**src/rtl/aes_req_sched.sv**
```systemverilog
// aes_req_sched: round-robin, credit-limited scheduler sharing one fixed-latency AES-128 core.
// Define AES_REQ_SCHED_PERF_EN to add the perf_issued / perf_stall counters.
`timescale 1ns/1ps
module aes_req_sched #(
  parameter int NREQ       = 2,
  parameter int AES_LAT    = 21,
  parameter int FIFO_DEPTH = 4
) (
  input  logic                                     clk,
  input  logic                                     rst,
  input  logic [NREQ-1:0]                          req_valid,
  output logic [NREQ-1:0]                          req_ready,
  input  logic [NREQ*128-1:0]                      req_state,
  input  logic [NREQ*128-1:0]                      req_key,
  input  logic                                     flush,
  output logic [127:0]                             aes_state,
  output logic [127:0]                             aes_key,
  input  logic [127:0]                             aes_out,
  output logic                                     rsp_valid,
  input  logic                                     rsp_ready,
  output logic [((NREQ > 2) ? $clog2(NREQ) : 1)-1:0] rsp_id,
  output logic [127:0]                             rsp_data,
  output logic                                     busy
`ifdef AES_REQ_SCHED_PERF_EN
  ,
  output logic [31:0]                              perf_issued,
  output logic [31:0]                              perf_stall
`endif
);

  localparam int IDW = (NREQ > 2) ? $clog2(NREQ) : 1;
  localparam int AW  = $clog2(FIFO_DEPTH);
  localparam int CW  = AW + 1;
  localparam int IFW = $clog2(AES_LAT + 1);
  localparam int SW  = ((IFW > CW) ? IFW : CW) + 1;

  typedef enum logic {RUN, DRAIN} state_t;

  state_t            r_state;
  logic [IDW-1:0]    r_rrPtr;
  logic [127:0]      r_aesState;
  logic [127:0]      r_aesKey;
  logic [AES_LAT-1:0] r_tagValid;
  logic [IDW-1:0]    r_tagId [AES_LAT];
  logic [IFW-1:0]    r_inflight;
  logic [CW-1:0]     r_count;
  logic [AW-1:0]     r_wrPtr;
  logic [AW-1:0]     r_rdPtr;
  logic [127:0]      r_fifoData [FIFO_DEPTH];
  logic [IDW-1:0]    r_fifoId [FIFO_DEPTH];

  logic [SW-1:0]     w_occupancy;
  logic              w_canIssue;
  logic              w_found;
  logic [NREQ-1:0]   w_grant;
  logic [IDW-1:0]    w_grantIdx;
  logic [IDW-1:0]    w_nextPtr;
  logic [127:0]      w_selState;
  logic [127:0]      w_selKey;
  logic              w_push;
  logic              w_pop;

  // In-flight plus buffered results may never exceed the FIFO, so a push always has room.
  assign w_occupancy = SW'(r_inflight) + SW'(r_count);
  assign w_canIssue  = rst && (r_state == RUN) && !flush && (w_occupancy < SW'(FIFO_DEPTH));

  always_comb begin
    w_grant    = '0;
    w_grantIdx = '0;
    w_found    = 1'b0;
    for (int i = 0; i < NREQ; i++) begin
      if (!w_found && w_canIssue && req_valid[i] && (i >= int'(r_rrPtr))) begin
        w_found    = 1'b1;
        w_grantIdx = IDW'(i);
        w_grant[i] = 1'b1;
      end
    end
    for (int i = 0; i < NREQ; i++) begin
      if (!w_found && w_canIssue && req_valid[i]) begin
        w_found    = 1'b1;
        w_grantIdx = IDW'(i);
        w_grant[i] = 1'b1;
      end
    end
  end

  always_comb begin
    w_selState = '0;
    w_selKey   = '0;
    for (int i = 0; i < NREQ; i++) begin
      if (w_grant[i]) begin
        w_selState = req_state[128*i +: 128];
        w_selKey   = req_key[128*i +: 128];
      end
    end
  end

  assign w_nextPtr = (w_grantIdx == IDW'(NREQ - 1)) ? '0 : w_grantIdx + 1'b1;
  assign w_push    = r_tagValid[AES_LAT-1];
  assign rsp_valid = (r_count != '0);
  assign w_pop     = rsp_valid && rsp_ready;

  assign req_ready = w_grant;
  assign aes_state = r_aesState;
  assign aes_key   = r_aesKey;
  assign rsp_id    = rsp_valid ? r_fifoId[r_rdPtr] : '0;
  assign rsp_data  = rsp_valid ? r_fifoData[r_rdPtr] : '0;
  assign busy      = (r_inflight != '0) || rsp_valid || (r_state == DRAIN);

  always_ff @(posedge clk or negedge rst) begin
    if (!rst) begin
      r_state <= RUN;
    end else begin
      case (r_state)
        RUN:     if (flush) r_state <= DRAIN;
        DRAIN:   if (!flush && (r_inflight == '0)) r_state <= RUN;
        default: r_state <= RUN;
      endcase
    end
  end

  always_ff @(posedge clk or negedge rst) begin
    if (!rst) begin
      r_rrPtr    <= '0;
      r_aesState <= '0;
      r_aesKey   <= '0;
      r_tagValid <= '0;
      for (int i = 0; i < AES_LAT; i++) r_tagId[i] <= '0;
      r_inflight <= '0;
      r_count    <= '0;
      r_wrPtr    <= '0;
      r_rdPtr    <= '0;
    end else begin
      if (w_found) begin
        r_aesState <= w_selState;
        r_aesKey   <= w_selKey;
        r_rrPtr    <= w_nextPtr;
      end
      // Tag pipe tracks the core exactly; its last stage marks aes_out as valid.
      r_tagValid <= {r_tagValid[AES_LAT-2:0], w_found};
      r_tagId[0] <= w_grantIdx;
      for (int i = 1; i < AES_LAT; i++) r_tagId[i] <= r_tagId[i-1];
      case ({w_found, w_push})
        2'b10:   r_inflight <= r_inflight + 1'b1;
        2'b01:   r_inflight <= r_inflight - 1'b1;
        default: ;
      endcase
      if (w_push && !w_pop)      r_count <= r_count + 1'b1;
      else if (!w_push && w_pop) r_count <= r_count - 1'b1;
      if (w_push) r_wrPtr <= r_wrPtr + 1'b1;
      if (w_pop)  r_rdPtr <= r_rdPtr + 1'b1;
    end
  end

  always_ff @(posedge clk) begin
    if (w_push) begin
      r_fifoData[r_wrPtr] <= aes_out;
      r_fifoId[r_wrPtr]   <= r_tagId[AES_LAT-1];
    end
  end

`ifdef AES_REQ_SCHED_PERF_EN
  logic [31:0] r_perfIssued;
  logic [31:0] r_perfStall;

  always_ff @(posedge clk or negedge rst) begin
    if (!rst) begin
      r_perfIssued <= '0;
      r_perfStall  <= '0;
    end else begin
      if (w_found) r_perfIssued <= r_perfIssued + 1'b1;
      if ((|req_valid) && !w_found) r_perfStall <= r_perfStall + 1'b1;
    end
  end

  assign perf_issued = r_perfIssued;
  assign perf_stall  = r_perfStall;
`endif

endmodule
```
**config.mk**
```make
export PLATFORM = sky130hd
export DESIGN_NAME = aes_req_sched
export DESIGN_NICKNAME = d
export VERILOG_FILES = /design/src/rtl/aes_req_sched.sv
export SDC_FILE = /design/constraint.sdc
export NUM_CORES = 1
export LEC_CHECK = 0
export ABC_AREA = 0
export ABC_CLOCK_PERIOD_IN_PS = 5000
export BUFFER_PORTS_ARGS = -buffer_cell sky130_fd_sc_hd__buf_2
export CORE_AREA = 2 2 401 403
export DETAILED_ROUTE_END_ITERATION = 6
export DIE_AREA = 0 0 403 405
export MAX_ROUTING_LAYER = met4
export PLACE_DENSITY = 0.5
export SKIP_CTS_REPAIR_TIMING = 1
export SYNTH_ARGS = -nofsm -noshare
export SYNTH_HDL_FRONTEND = slang
export SYNTH_SLANG_ARGS = --single-unit
```
**constraint.sdc**
```tcl
create_clock -name clk -period 5 [get_ports clk]
set_input_delay 0.5 -clock clk [delete_from_list [all_inputs] [get_ports clk]]
set_output_delay 0.5 -clock clk [all_outputs]
set_load 0.01 [all_outputs]
```
After elaboration in Yosys (flattened, before gate mapping)
Memories as Yosys holds them, arrays and structs flattened.
Cells that the tools add are included.
- input port bits: 646
- bits in latches: 0
- logic and storage cells: 97
- memories kept: 2
- memory bits (writable): 516
- bits in registers: 312
- output and inout port bits: 389
- bits in read-only memories: 0
- memory list (name ; depth ; bits a word ; read ports ; clocked after Yosys merged registers in ; wr ports ; line ; text):
    r_fifoData ; 4 ; 128 ; 1 ; 0 ; 1 ; 49 ; logic [127:0] r_fifoData [FIFO_DEPTH];
    r_fifoId ; 4 ; 1 ; 1 ; 0 ; 1 ; 50 ; logic [IDW-1:0] r_fifoId [FIFO_DEPTH];
- $add $sub $neg: 8
- $mul: 0
- shift-type cells: 0
- muxes and demuxes: 24
- reductions and logical operators: 28
- divide/modulo/power cells: 0
- equal/unequal tests: 2
- bitwise logic cells: 1
- order comparisons: 2
- operator list (operator ; count):
    128-bit two-way mux ; 5
    1-bit logical AND ; 15
    1-bit two-way mux ; 15
    5-bit case mux with 2 select lines ; 1
    5-bit by 3-bit adder with 6-bit output ; 1
    1-bit zero test ; 6
    6-bit by 3-bit less-than comparator with 1-bit output (second input constant) ; 1
    3-bit two-way mux ; 2
    5-bit by 1-bit adder with 5-bit output (second input constant) ; 1
    5-bit zero test ; 1
    5-bit nonzero test ; 1
    5-bit by 1-bit subtractor with 5-bit output (second input constant) ; 1
    2-bit by 1-bit adder with 2-bit output (second input constant) ; 2
    2-bit nonzero test ; 2
    3-bit by 1-bit adder with 3-bit output (second input constant) ; 1
    3-bit nonzero test ; 1
    3-bit by 1-bit subtractor with 3-bit output (second input constant) ; 1
    2-bit by 1-bit == test with 1-bit output (second input constant) ; 1
    2-bit == test (second input constant) ; 1
    1-bit logical OR ; 2
    1-bit case mux with 2 select lines ; 1
    1-bit adder (second input constant) ; 1
    1-bit greater-or-equal comparator (first input constant) ; 1
    1-bit inverter ; 1

Logic depth before layout (Yosys ltp)
Gate-level depths: netlist of the first run.
- depth after elaboration: 21
- depth in mapped cells: 14

Worst setup path before layout of the first run
Ideal clock, no wire load.
- path kind: reg-to-reg
- start point: register r_wrPtr[0]
- end point: memory r_fifoData[0][0], enable pin
- arrival time: 3581 ps
- slack: 916 ps
- period minus slack after synthesis: 4084 ps
- data required time: 4497 ps
- cell stages (with the launch flop): 4
- cells stage by stage: dfrtp_1 inv_1 ha_1 and2_1
- RTL lines (what ; line ; text):
    start, declared ; 47 ; logic [AW-1:0] r_wrPtr;
    start signal, assigned ; 150 ; if (w_push) r_wrPtr <= r_wrPtr + 1'b1;
    end, declared ; 49 ;
Straight into the memory's write port.

Final worst setup path of the first run
- start point: register r_inflight[2]
- end point: register r_aesState[67] (netlist: aes_state[67])
- longest elaborated chain between the ends: 19
- elaborated cells on any way between the ends: 23
- classes of those cells: add/sub (1); order compare (1); mux (9); reduce/logical (12)
- RTL lines (what ; line ; text):
    start, declared ; 45 ; logic [IFW-1:0] r_inflight;
    start signal, assigned ; 144 ; 2'b10: r_inflight <= r_inflight + 1'b1;
    start signal, assigned ; 145 ; 2'b01: r_inflight <= r_inflight - 1'b1;
    5-bit by 3-bit adder with 6-bit output * ; 64 ; assign w_occupancy = SW'(r_inflight) + SW'(r_count);
    6-bit by 3-bit less-than comparator with 1-bit output * ; 65 ; assign w_canIssue = rst && (r_state == RUN) && !flush && (w_occupancy < SW'(FIFO_DEPTH));
    1-bit logical AND * ; 65 ;
    1-bit logical AND (2 in a row) ; 72 ; if (!w_found && w_canIssue && req_valid[i] && (i >= int'(r_rrPtr))) begin
    1-bit two-way mux ; 72 ;
    1-bit zero test ; 72 ;
    1-bit logical AND (2 in a row) ; 72 ;
    1-bit two-way mux ; 72 ;
    1-bit zero test ; 79 ; if (!w_found && w_canIssue && req_valid[i]) begin
    1-bit logical AND (2 in a row) ; 79 ;
    1-bit two-way mux ; 79 ;
    1-bit zero test ; 79 ;
    1-bit logical AND (2 in a row) ; 79 ;
    1-bit two-way mux ; 79 ;
    128-bit two-way mux ; 91 ; if (w_grant[i]) begin
    end signal, assigned ; 135 ; r_aesState <= w_selState;
    end, declared ; 41 ; logic [127:0] r_aesState;
Mark *: on every way between the ends. The rest lies on a longest branch, timed or not.
A chain may end at the register's enable or synchronous reset.

==> out/metrics.cfg, run 1 <==
[cells_and_area]
final_cell_mix=buf_2 (1,031), edfxtp_1 (516), dfrtp_1 (310), nand3_1 (293), and2_1 (241)
num-fill-cells=16400
final_nets=3944
drive_gt1_frac=0.405
final_common_cell=buf_2
area_delta_synth_final_pct=36.3

[worst_setup_path]
rr_worst_depth=7
worst-setup-path-type=flop to flop
reg2reg_to=aes_state[67]$_DFFE_PN0P_
crit_path_max_fanout=142
rrSetupSlack_ns=1.29
start_kind=flop
end_kind=flop
cp.arrival_ns=4.24
r2r_start=r_inflight[2]$_DFFE_PN0P_
worst_ep_required_time_ns=5.53
setup.worst_path.start=r_inflight[2]$_DFFE_PN0P_

[detailed_routing]
drt-total-wl_microns=134000
drt_iter0_markers=2068
wl_met3_microns=10700
antenna_left=0
via_per_inst=4.51
met1Wirelength_microns=56100
routedWlPerCell_microns=24.5
vias=24800
drc=0
wl_met2_microns=64000
highest_layer=met4
dr.pass1.iters=5

[cts]
numCtsBuffers=96
clkTransAtPathRegs_ns=0.06
cts.sinks=828
cts_tree=yes
htree_levels=3
cts_root_buf=clkbuf_16
cts_max_path_buffers=3
worstSkewPairLatency_ns=0.71

[synthesis]
synth_top_cell_area_share=0.458
synth_fp_nets=2824
ys_ff_latch=828
syn_area_sq_um=33900
syn-instance-count=2165
syn_avg_cell_area_sq_um=15.6
yosysSeqAreaShare=0.688
yosysTopAreaCell=edfxtp_1
ys_types=36
ys_top_cells_by_area=edfxtp_1 (46%), dfrtp_1 (23%), mux4_2 (8.6%), and2_1 (4.5%), nand3_1 (4.3%)
yosysWarnings=0

[grt]
grt_pass1_vias=24200
antenna_found_initial=79
grt_usage=0.161
overflow=0
grt_pass1_wl_microns=185000
grt_start_max_net_pins=147

[floorplan]
io_pins=1035
rows=147
die-width_microns=403
initial_core_util=0.213
die_h_microns=405
fp.coreArea_sq_um=159000
dieArea_sq_um=163000

[timing]
worst_slew_pin_slew_ns=1.06
slew_headroom=0.292
fin_crit_sh=0.742
setup_viol=0
rsz0062_at_grt=no
clock_skew_ns=0.0744
clock.fmax_mhz=270
setup_slack_ns=1.29
slew_viol_final=0
finalHoldViolations=0
fin_crit_ns=3.71
tns_ns=0
holdWs_ns=0.0279

[worst_hold_path]
whs_endpoint=aes_key[26]$_DFFE_PN0P_
min_path_type=input port to flop
min_from=req_key[154]
min_path_cells=2

[outcome]
status=completed

[pwr]
vdd_drop_max_v=0.000338
p_per_area_nw_per_um2=534
p_leak_nw=19.2

[place]
gp_congestion=0.896
hpwl_microns=94600
dp_slack_ns=1.34
numPortBuffers=1034

[flow_run]
maxCapViolCount=0

==> sequential cells by signal (all words and copies together), names as in the netlist <==
signal / count
aes_state: 128
r_count: 3
r_rrPtr: 1
r_wrPtr: 2
r_fifoId: 4
aes_key: 128
r_fifoData: 512
r_rdPtr: 2
r_state: 1
r_tagValid: 21
r_inflight: 5
r_tagId: 21
==> per-layer routing <==
metal  track usage  vias up
met2         0.256     1093
met1         0.204    12700
met4        0.0397        0
li1              -    10800
met3        0.0443      219
met5             -        -
==> worst max-delay path by stage <==
stage / endpoint / cells after the start / slack [ns]
floorplan: r_fifoData[0][0]$_DFFE_PP_ / 3 / 0.92
global placement: r_inflight[4]$_DFFE_PN0P_ / 10 / 1.22
detailed placement: r_inflight[4]$_DFFE_PN0P_ / 10 / 1.34
CTS: rsp_data[23] / 4 / 1.15
global route: rsp_data[23] / 4 / 1.12
finish: aes_state[67]$_DFFE_PN0P_ / 7 / 1.29
==> cells in the mapped netlist <==
cell and n:
xor2_1 5, nor4_1 2, a221o_1 111, o211ai_1 1
nor2_1 3, fa_1 2, mux2_2 1, buf_2 12
nand3_1 293, a21bo_2 1, o311ai_0 2, nor2b_1 1
xnor2_1 4, a21oi_1 1, mux4_2 129, clkbuf_1 165
nor3_1 2, a21o_1 148, and2_1 245, or2_1 2
ha_1 11, o31a_1 1, o21a_1 1, or3_1 3
edfxtp_1 516, dfrtp_1 312, nand2_1 8, or4b_1 1
buf_6 9, a211oi_1 145, and3_1 4, buf_1 8
or4_1 1, o21ai_0 6, nand2b_1 1, inv_1 8
==> kinds of logic after synthesis <==
| kind of cell | share of synthesized area |
|---|---|
| AOI/OAI and AO/OA | 0.100 |
| xor gates and xnor gates | 0.00233 |
| adders and majority gates | 0.00525 |
| buffers and inverters | 0.0248 |
| DFF | 0.688 |
| muxes | 0.0861 |
| and+or+nand+nor | 0.0930 |
==> cell type report <==
class | count | area [sq um] | area share
antenna | 33 | 82.6 | 0.00179
clock buffer | 133 | 2700 | 0.0586
clock inverter | 46 | 553 | 0.0120
inverter | 8 | 30.0 | 0.000651
multi-input combinational | 1135 | 9770 | 0.212
sequential | 828 | 23300 | 0.505
tap | 2086 | 2610 | 0.0566
timing repair buffer | 1216 | 7090 | 0.154
==> report_power, final <==
group	switching (mW)	internal [mW]	total, mW
Sequential	0.924	8.43	9.35
Clock	3.01	4.22	7.23
Combinational	4.40	3.65	8.05
==> worst max-delay path: stages (launching register included) <==
cell,delay (ns)
dfrtp_1,0.42
ha_1,0.30
or4_1,0.59
or2_4,0.42
or2_4,0.32
buf_12,0.22
buf_4,0.64
a21o_1,0.30
==> through the flow <==
stage,power (mW),utilization,instance area [sq um],cells
global route,25.9,0.290,46100,5475
CTS,25.0,0.280,44600,5305
global placement,17.5,0.260,41300,5126
detailed placement,17.6,0.260,41300,5126
finish,24.6,0.290,46200,5485
floorplan,13.6,-,33900,2165
(Power assumes the default switching activity.)
==> run 2: changes to the inputs <==
Settings changed: ABC_CLOCK_PERIOD_IN_PS 5000 to 3200, CORE_AREA 2 2 401 403 to 2 2 398 400, DIE_AREA 0 0 403 405 to 0 0 400 402, PLACE_DENSITY 0.5 to 0.52.
Clock period 5 ns to 3.2 ns, I/O delays scaled along.
==> run 2 against run 1 <==
Net effect:
- global-route usage is 0.53 points higher
- die area is 1.5% lower
- non-clock buffer count is 230 higher
- cell count is 4.1% higher
- maximum frequency is 20% higher
- critical endpoint is now aes_state[9]$_DFFE_PN0P_
- largest power group unchanged
==> out/metrics.cfg, run 2 (same netlist as run 1, synthesis figures left out) <==
[timing]
setup_viol=0
finalHoldViolations=0
clock.fmax_mhz=322
slew_viol_final=0
tns_ns=0
worst_slew_pin_slew_ns=1.30
fin_crit_ns=3.10
slew_headroom=0.133
clock_skew_ns=0.0731
setup_slack_ns=0.0987
fin_crit_sh=0.969
rsz0062_at_grt=no

[cts]
worstSkewPairLatency_ns=0.72
cts_root_buf=clkbuf_16
cts_tree=yes
cts_max_path_buffers=3
numCtsBuffers=97
htree_levels=3
clkTransAtPathRegs_ns=0.06
cts.sinks=828

[worst_setup_path]
worst_ep_required_time_ns=3.77
worst-setup-path-type=flop to flop
reg2reg_to=aes_state[9]$_DFFE_PN0P_
start_kind=flop
r2r_start=r_count[2]$_DFFE_PN0P_
crit_path_max_fanout=44
end_kind=flop
cp.arrival_ns=3.67
rr_worst_depth=7
rrSetupSlack_ns=0.1

[detailed_routing]
drt-total-wl_microns=138000
drc=0
via_per_inst=4.50
dr.pass1.iters=7
antenna_left=0
drt_iter0_markers=2104
vias=25700
routedWlPerCell_microns=24.2

[floorplan]
fp.coreArea_sq_um=157000
die-width_microns=400
io_pins=1035
initial_core_util=0.216
dieArea_sq_um=161000
rows=146
die_h_microns=402

[grt]
grt_pass1_vias=24600
grt_usage=0.167
grt_start_max_net_pins=163
overflow=0
grt_pass1_wl_microns=186000
antenna_found_initial=69

[pwr]
p_per_area_nw_per_um2=793
vdd_drop_max_v=0.000556
p_leak_nw=20.2

[cells_and_area]
num-fill-cells=15800
top_register=r_fifoData
stdcell_count=5709
final_common_cell=buf_2
design_area_sq_um=48500
final_nets=4175
fin_util=0.309
drive_gt1_frac=0.385
largest_reg_flops=512
area_delta_synth_final_pct=43.3
final_cell_mix=buf_2 (1,031), edfxtp_1 (516), dlygate4sd3_1 (348), dfrtp_1 (310), nand3_1 (293)

[worst_hold_path]
min_path_type=input port to flop
whs_endpoint=aes_key[27]$_DFFE_PN0P_
min_path_cells=4
min_from=req_key[27]

[place]
place_inst=5139
hpwl_microns=97600
dp_slack_ns=0.119
dpl_cell_area_sq_um=41800
gp_congestion=0.917
numPortBuffers=1034

[flow_run]
maxCapViolCount=0

[outcome]
status=completed

run 2: worst max path at each step:
stage	startpoint	endpoint	slack [ns]
2_1_floorplan	r_inflight[2]$_DFFE_PN0P_	r_inflight[4]$_DFFE_PN0P_	-0.03
3_5_place_dp	r_count[2]$_DFFE_PN0P_	aes_key[52]$_DFFE_PN0P_	0.12
6_report	r_count[2]$_DFFE_PN0P_	aes_state[9]$_DFFE_PN0P_	0.1
4_1_cts	r_count[2]$_DFFE_PN0P_	req_ready[0]	-0.09
5_1_grt	r_count[2]$_DFFE_PN0P_	r_inflight[4]$_DFFE_PN0P_	0.009
3_3_place_gp	r_count[2]$_DFFE_PN0P_	r_inflight[4]$_DFFE_PN0P_	0.13
run 2: area by class of cell:
type | count | area [sq um] | area share
antenna | 44 | 110 | 0.00227
clock buffer | 130 | 2630 | 0.0542
clock inverter | 46 | 498 | 0.0103
inverter | 8 | 30.0 | 0.000619
multi-input combinational | 1135 | 9810 | 0.202
sequential | 828 | 23300 | 0.480
tap | 2072 | 2590 | 0.0534
timing repair buffer | 1446 | 9540 | 0.197
run 2: layer usage:
metal	wire [microns]	track usage	vias up
met2	65000	0.250	1189
li1	-	-	11200
met1	55400	0.201	13100
met4	4380	0.0645	0
met5	0	-	-
met3	13600	0.0659	257
run 2: where the power goes:
part	leakage [nW]	switching (mW)	internal, mW
registers	8.62	1.29	13.2
clock network	1.51	4.69	6.15
logic	10.1	7.16	6.00
run 2: metrics by stage:
step           hold slack, ns  total power, mW
3_5_place_dp            0.335             27.6
6_report               0.0251             38.5
4_1_cts                -0.256             38.7
2_1_floorplan          0.0244             21.2
5_1_grt              0.000143             40.5
3_3_place_gp            0.332             27.5
run 2: critical path, stage by stage, from the launching register on:
cell	delay, ns
dfrtp_1	0.40
ha_1	0.30
or4_4	0.51
or2_4	0.27
or2_4	0.24
buf_4	0.32
a221o_1	0.41
dlygate4sd3_1	0.56
